$ cat src/rtl/xtea_stream_if.sv
// Word-stream wrapper around a 128-bit XTEA block encryptor: packs four input words into a block,
// runs the encryptor once, then streams four ciphertext words out. Define XTEA_CBC_EN for CBC chaining.
module xtea_stream_if (
  input  logic         clock,
  input  logic         reset,
  input  logic         in_valid,
  output logic         in_ready,
  input  logic [31:0]  in_data,
  output logic         out_valid,
  input  logic         out_ready,
  output logic [31:0]  out_data,
  input  logic         clear_chain,
  output logic         enc_en,
  output logic         enc_start,
  output logic [127:0] enc_data,
  input  logic         enc_ready,
  input  logic [127:0] enc_result
);

  // Handshake: a word moves on in_* or out_* in a cycle where valid and ready are both high;
  // valid and data stay stable until that transfer, and ready never depends on valid.
  typedef enum logic [2:0] {FILL, START, WAIT, CAPT, DRAIN} state_e;

  state_e       state_q;
  logic [1:0]   in_cnt_q;
  logic [1:0]   out_idx_q;
  logic [1:0]   out_idx_d;
  logic [127:0] asm_q;
  logic [127:0] obuf_q;
  logic         in_rdy_q;
  logic         out_valid_q;
  logic [31:0]  out_data_q;
  logic         enc_en_q;
  logic         enc_start_q;
  logic [127:0] enc_data_q;
  logic [127:0] blk_d;
  logic [127:0] enc_data_d;
  logic         in_fire;
  logic         out_fire;

  assign in_ready  = in_rdy_q && !reset;
  assign out_valid = out_valid_q;
  assign out_data  = out_data_q;
  assign enc_en    = enc_en_q;
  assign enc_start = enc_start_q;
  assign enc_data  = enc_data_q;

  assign in_fire   = in_valid && in_ready;
  assign out_fire  = out_valid_q && out_ready;
  assign out_idx_d = out_idx_q + 2'd1;

  // Word n lands at bit offset 32*(3-n), i.e. word 0 is the most significant.
  always_comb begin
    blk_d = asm_q;
    blk_d[{~in_cnt_q, 5'd0} +: 32] = in_data;
  end

`ifdef XTEA_CBC_EN
  logic [127:0] chain_q;
  logic         clear_ok;

  assign clear_ok = clear_chain && (state_q == FILL) && (in_cnt_q == 2'd0);

  always_ff @(posedge clock) begin
    if (reset || clear_ok) begin
      chain_q <= '0;
    end else if (state_q == CAPT) begin
      chain_q <= enc_result;
    end
  end

  assign enc_data_d = blk_d ^ chain_q;
`else
  logic unused_clear;
  assign unused_clear = clear_chain;
  assign enc_data_d   = blk_d;
`endif

  always_ff @(posedge clock) begin
    if (reset) begin
      state_q     <= FILL;
      in_cnt_q    <= 2'd0;
      out_idx_q   <= 2'd0;
      asm_q       <= '0;
      obuf_q      <= '0;
      in_rdy_q    <= 1'b1;
      out_valid_q <= 1'b0;
      out_data_q  <= '0;
      enc_en_q    <= 1'b0;
      enc_start_q <= 1'b0;
      enc_data_q  <= '0;
    end else begin
      case (state_q)
        FILL: begin
          if (in_fire) begin
            asm_q    <= blk_d;
            in_cnt_q <= in_cnt_q + 2'd1;
            if (in_cnt_q == 2'd3) begin
              state_q     <= START;
              in_rdy_q    <= 1'b0;
              enc_en_q    <= 1'b1;
              enc_start_q <= 1'b1;
              enc_data_q  <= enc_data_d;
            end
          end
        end
        START: begin
          enc_en_q    <= 1'b0;
          enc_start_q <= 1'b0;
          state_q     <= WAIT;
        end
        WAIT: begin
          if (enc_ready) begin
            state_q <= CAPT;
          end
        end
        // The encryptor's result register settles on the same edge as its ready pulse,
        // so the result is only safe to sample one cycle later.
        CAPT: begin
          obuf_q      <= enc_result;
          out_data_q  <= enc_result[127:96];
          out_valid_q <= 1'b1;
          out_idx_q   <= 2'd0;
          state_q     <= DRAIN;
        end
        DRAIN: begin
          if (out_fire) begin
            out_idx_q <= out_idx_d;
            if (out_idx_q == 2'd3) begin
              out_valid_q <= 1'b0;
              in_rdy_q    <= 1'b1;
              state_q     <= FILL;
            end else begin
              out_data_q <= obuf_q[{~out_idx_d, 5'd0} +: 32];
            end
          end
        end
        default: begin
          state_q     <= FILL;
          in_cnt_q    <= 2'd0;
          out_idx_q   <= 2'd0;
          in_rdy_q    <= 1'b1;
          out_valid_q <= 1'b0;
          enc_en_q    <= 1'b0;
          enc_start_q <= 1'b0;
        end
      endcase
    end
  end

endmodule

$ cat config.mk
export PLATFORM = sky130hd
export DESIGN_NAME = xtea_stream_if
export DESIGN_NICKNAME = d
export VERILOG_FILES = /design/src/rtl/xtea_stream_if.sv
export SDC_FILE = /design/constraint.sdc
export NUM_CORES = 1
export LEC_CHECK = 0
export ABC_AREA = 1
export CAP_MARGIN = 20
export CORE_ASPECT_RATIO = 0.9
export CORE_MARGIN = 5
export CORE_UTILIZATION = 40
export DETAILED_ROUTE_END_ITERATION = 16
export GPL_ROUTABILITY_DRIVEN = 0
export PLACE_DENSITY = 0.6
export SLEW_MARGIN = 30
export SYNTH_ARGS = -nofsm -noshare
export SYNTH_HDL_FRONTEND = slang
export SYNTH_SLANG_ARGS = --single-unit
$ cat constraint.sdc
create_clock -name clock -period 2.6 [get_ports clock]
set_clock_uncertainty 0.2 [all_clocks]
set_input_delay 0.39 -clock clock [delete_from_list [all_inputs] [get_ports clock]]
set_output_delay 0.39 -clock clock [all_outputs]
set_load 0.02 [all_outputs]
==> results_tabular.tex, run 1 <==
\begin{tabular}{lr}
\hline
Metric & Value \\
\hline
\multicolumn{2}{l}{\textbf{Hold path}} \\
\quad Hold Crit Depth & 4 \\
\quad HP Class & in -> reg \\
\quad Worst min-delay path startpoint & reset \\
\multicolumn{2}{l}{\textbf{Synthesis}} \\
\quad Number of synthesis warnings & 0 \\
\quad Synth Register Bits & 394 \\
\quad EDFF count, synth & 0 \\
\quad Share of flip-flops with an asynchronous set or reset after synthesis & 0 \\
\quad Post-Syn Nets & 2,749 \\
\quad Gate Count Post-Synth & 2,577 \\
\quad Share of the synthesized area in the top cell type & 0.4599 \\
\quad Post-synth top flop & sky130\_fd\_sc\_hd\_\_dfxtp\_1 \\
\quad Synth unique cells & 26 \\
\quad Area of the mapped netlist & 0.01715 mm2 \\
\quad Share of the yosys chip area belonging to registers & 0.4599 \\
\quad Cell type with the largest total area after synthesis & sky130\_fd\_sc\_hd\_\_dfxtp\_1 \\
\quad Main area contributors after synthesis & sky130\_fd\_sc\_hd\_\_dfxtp\_1 46\%, sky130\_fd\_sc\_hd\_\_nor2\_1 17\%, sky130\_fd\_sc\_hd\_\_nand2\_1 11\% \\
\quad Syn Area/Cell & 6.655 um2 \\
\multicolumn{2}{l}{\textbf{Setup path}} \\
\quad Number of cells traversed by the worst register-to-register path & 7 \\
\quad Largest fanout on the critical path & 4 \\
\quad Element type at the critical path start & flop \\
\quad R2r startpoint & in\_cnt\_q[0] \\
\quad Critical path origin & in\_rdy\_q \\
\quad Slowest CP cell & sky130\_fd\_sc\_hd\_\_clkdlybuf4s50\_1 \\
\quad Worst endpoint data arrival time & 1.79 ns \\
\quad Critical Path, Cell by Cell & nand2\_1, inv\_1, clkdlybuf4s50\_1 \\
\quad Critical Path Max Stage Delay & 0.65 ns \\
\quad Worst EP required & 2.01 ns \\
\quad CP endpoint kind & output pin \\
\quad WS Path Type & reg -> out \\
\multicolumn{2}{l}{\textbf{Timing}} \\
\quad Final max-slew violation count & 0 \\
\quad Clock period minus final worst setup slack & 2.379 ns \\
\quad Final period utilization & 0.9151 \\
\quad Fin. Hold Viols & 0 \\
\quad Final Setup Violations & 0 \\
\quad TNS Setup & 0 ns \\
\quad Relative slew slack & 0.4757 \\
\quad Actual slew at the worst max-slew pin & 0.7845 ns \\
\quad Achievable frequency & 420.3 MHz \\
\quad RSZ-0062 raised after global routing & no \\
\multicolumn{2}{l}{\textbf{Status}} \\
\quad Outcome & completed \\
\multicolumn{2}{l}{\textbf{Global route}} \\
\quad Congestion Overflow GR & 0 \\
\quad Global-route wire length before repair & 90,400 um \\
\quad Maximum number of pins on one net before global-route repair & 161 \\
\quad Via count of the first global-routing pass & 16,250 \\
\quad Antenna violations before repair & 3 \\
\quad GRT Total Usage & 0.2341 \\
\multicolumn{2}{l}{\textbf{Clocking}} \\
\quad TritonCTS clock tree & done \\
\quad Post-CTS clock slew at the launch and capture registers of the worst setup and hold paths & 0.06 ns \\
\quad Clock insertion delay at the later pin of the skew report & 0.58 ns \\
\quad Post-CTS Setup Repair Bufs & 0 \\
\quad Number of clock buffers inserted by TritonCTS & 43 \\
\quad Clock tree sinks & 394 \\
\quad Maximum root-to-sink buffer count & 3 \\
\quad Max H-tree Level & 2 \\
\quad Buffer type at the clock tree root & sky130\_fd\_sc\_hd\_\_clkbuf\_16 \\
\multicolumn{2}{l}{\textbf{Pwr}} \\
\quad Maximum vdd drop & 0.0004669 V \\
\quad Switching fraction of total power & 0.3210 \\
\quad NetSw & 5478 uW \\
\quad Power per Cell Area & 768.8 mW/mm2 \\
\quad Reg power frac & 0.400 \\
\quad Share of power burned in combinational logic & 0.239 \\
\quad Leakage & 0.009135 uW \\
\quad Total internal power & 11,590 uW \\
\quad Clk pwr share & 0.361 \\
\quad Total power & 17,070 uW \\
\multicolumn{2}{l}{\textbf{Floorplanning}} \\
\quad Std-Cell Core Area & 0.04270 mm2 \\
\quad Ports placed on the boundary & 330 \\
\quad Overall die area & 0.04712 mm2 \\
\quad Floorplan row count & 72 \\
\quad Initial Utilization & 0.4016 \\
\quad Vert. Die Dim & 206.4 um \\
\quad Horizontal die dimension & 228.3 um \\
\multicolumn{2}{l}{\textbf{Placement}} \\
\quad Final HPWL from detailed placement & 36,900 um \\
\quad Total of buffers placed on input and output ports & 328 \\
\quad Post-DP Area & 0.02077 mm2 \\
\multicolumn{2}{l}{\textbf{Finish}} \\
\quad Commonest non-fill, non-tap cell in the layout & sky130\_fd\_sc\_hd\_\_nor2\_1 \\
\quad Total Nets Final & 2,983 \\
\quad Share of final-layout standard cells stronger than drive strength 1 & 0.04640 \\
\quad Synth-to-Final Area Change & 29.44\% \\
\quad Post-Layout Inst Area & 0.02220 mm2 \\
\quad Final design utilization & 0.5199 \\
\quad Number of fill cells in the layout & 4,234 \\
\quad Commonest cells after routing, fill and taps aside & 768 x sky130\_fd\_sc\_hd\_\_nor2\_1, 480 x sky130\_fd\_sc\_hd\_\_nand2\_1, 393 x sky130\_fd\_sc\_hd\_\_dfxtp\_1 \\
\multicolumn{2}{l}{\textbf{Routing}} \\
\quad Total wirelength of the detailed-routed design & 57,640 um \\
\quad Via count & 17,130 \\
\quad Routed length per placed instance & 16.95 um \\
\quad Number of DRC markers after the initial detailed-route iteration & 1,375 \\
\quad Ratio of routed vias to standard cells & 5.038 \\
\quad Number of antenna-violating nets in the routed design & 0 \\
\quad Remaining routing DRC violations & 0 \\
\quad TritonRoute pass-1 iters & 5 \\
\multicolumn{2}{l}{\textbf{Flow run}} \\
\quad Max cap viols & 0 \\
\hline
\end{tabular}
[path summary, 6_finish.rpt]
path | to | slack, ns
setup / recovery | in_ready | 0.22
hold / removal | enc_data[114] | 0.03
setup reg to reg | enc_data[53] | 0.25
hold reg to reg | enc_data[102] | 0.27
[power groups by stage]
stage	registers (uW)	clock network, uW	logic [uW]
detailed placement	6940	0	4030
finish	6820	6160	4080
CTS	6820	6310	4060
global placement	6920	0	3970
floorplan	7000	0	2530
global route	6880	6550	4550
[stage by stage]
stage	setup slack [ns]	std cells	hold slack [ns]
3_3_place_gp	0.2719	3321	0.2526
5_1_grt	0.06986	3401	0.05608
2_1_floorplan	0.4295	2577	0.2549
6_report	0.2208	3401	0.03320
4_1_cts	0.1689	3400	0.01238
3_5_place_dp	0.2193	3321	0.2576
[worst max-delay path, delay by kind of cell, from the launching register on]
kind                   cells  cell delay (ns)
buffers and inverters      2             0.71
flip-flops                 1             0.42
AND/OR/NAND/NOR            1             0.08
[Yosys cell counts (13+ instances only)]
library cell and count:
sky130_fd_sc_hd__clkbuf_1 119, sky130_fd_sc_hd__nand3_1 76, sky130_fd_sc_hd__inv_1 152, sky130_fd_sc_hd__a21oi_1 92, sky130_fd_sc_hd__buf_2 38, sky130_fd_sc_hd__nor2_1 770
sky130_fd_sc_hd__o211ai_1 19, sky130_fd_sc_hd__dfxtp_1 394, sky130_fd_sc_hd__o21ai_0 351, sky130_fd_sc_hd__nand2_1 481, sky130_fd_sc_hd__o22ai_1 15, sky130_fd_sc_hd__o21ai_1 13
[final cells by class]
type	instances	area (um2)	share of cell area
inverter	157	599.3	0.02700
multi-input combinational	1839	7830	0.3527
timing repair buffer	376	3767	0.1697
clock inverter	12	128.9	0.005805
sequential	394	7889	0.3554
tap	555	694.4	0.03128
clock buffer	67	1287	0.05800
antenna	1	2.502	0.0001127
[routing by layer]
layer	global-route usage	wire length (um)	vias up
met5	0	27	-
met4	0.06200	1165	4
met3	0.07129	5094	82
met2	0.3649	25250	559
met1	0.3182	26110	7921
li1	-	-	8567
[what timing repair did]
| item | in CTS | in global routing |
|---|---|---|
| resized for setup | 0 | 2 |
| setup endpoints to repair | 0 | 4 |
| hold buffers | 0 | 0 |
[state kept, by name, summed over array words and instances (netlist names)]
register / count
enc_data: 128
in_rdy_q: 1
out_valid: 1
enc_start: 1
out_data: 32
state_q: 3
asm_q: 96
in_cnt_q: 2
obuf_q: 128
out_idx_q: 2
[logic make-up after synthesis]
family	after synthesis	synth area share
compound gates	491	0.1473
fa+ha+maj	6	0.004377
buf+inv	344	0.08470
flops	394	0.4599
mux	1	0.0005837
simple gates	1341	0.3031
Power figures use the tool's default switching activity.
==> inputs of run 2 (changes only) <==
--- a/config.mk
+++ b/config.mk
@@ -13,7 +13,6 @@
 export DETAILED_ROUTE_END_ITERATION = 16
 export GPL_ROUTABILITY_DRIVEN = 0
 export PLACE_DENSITY = 0.6
-export SLEW_MARGIN = 30
 export SYNTH_ARGS = -nofsm -noshare
 export SYNTH_HDL_FRONTEND = slang
 export SYNTH_SLANG_ARGS = --single-unit
==> results of run 2 <==
Final layout, timing and power as in run 1 (identical DEF).
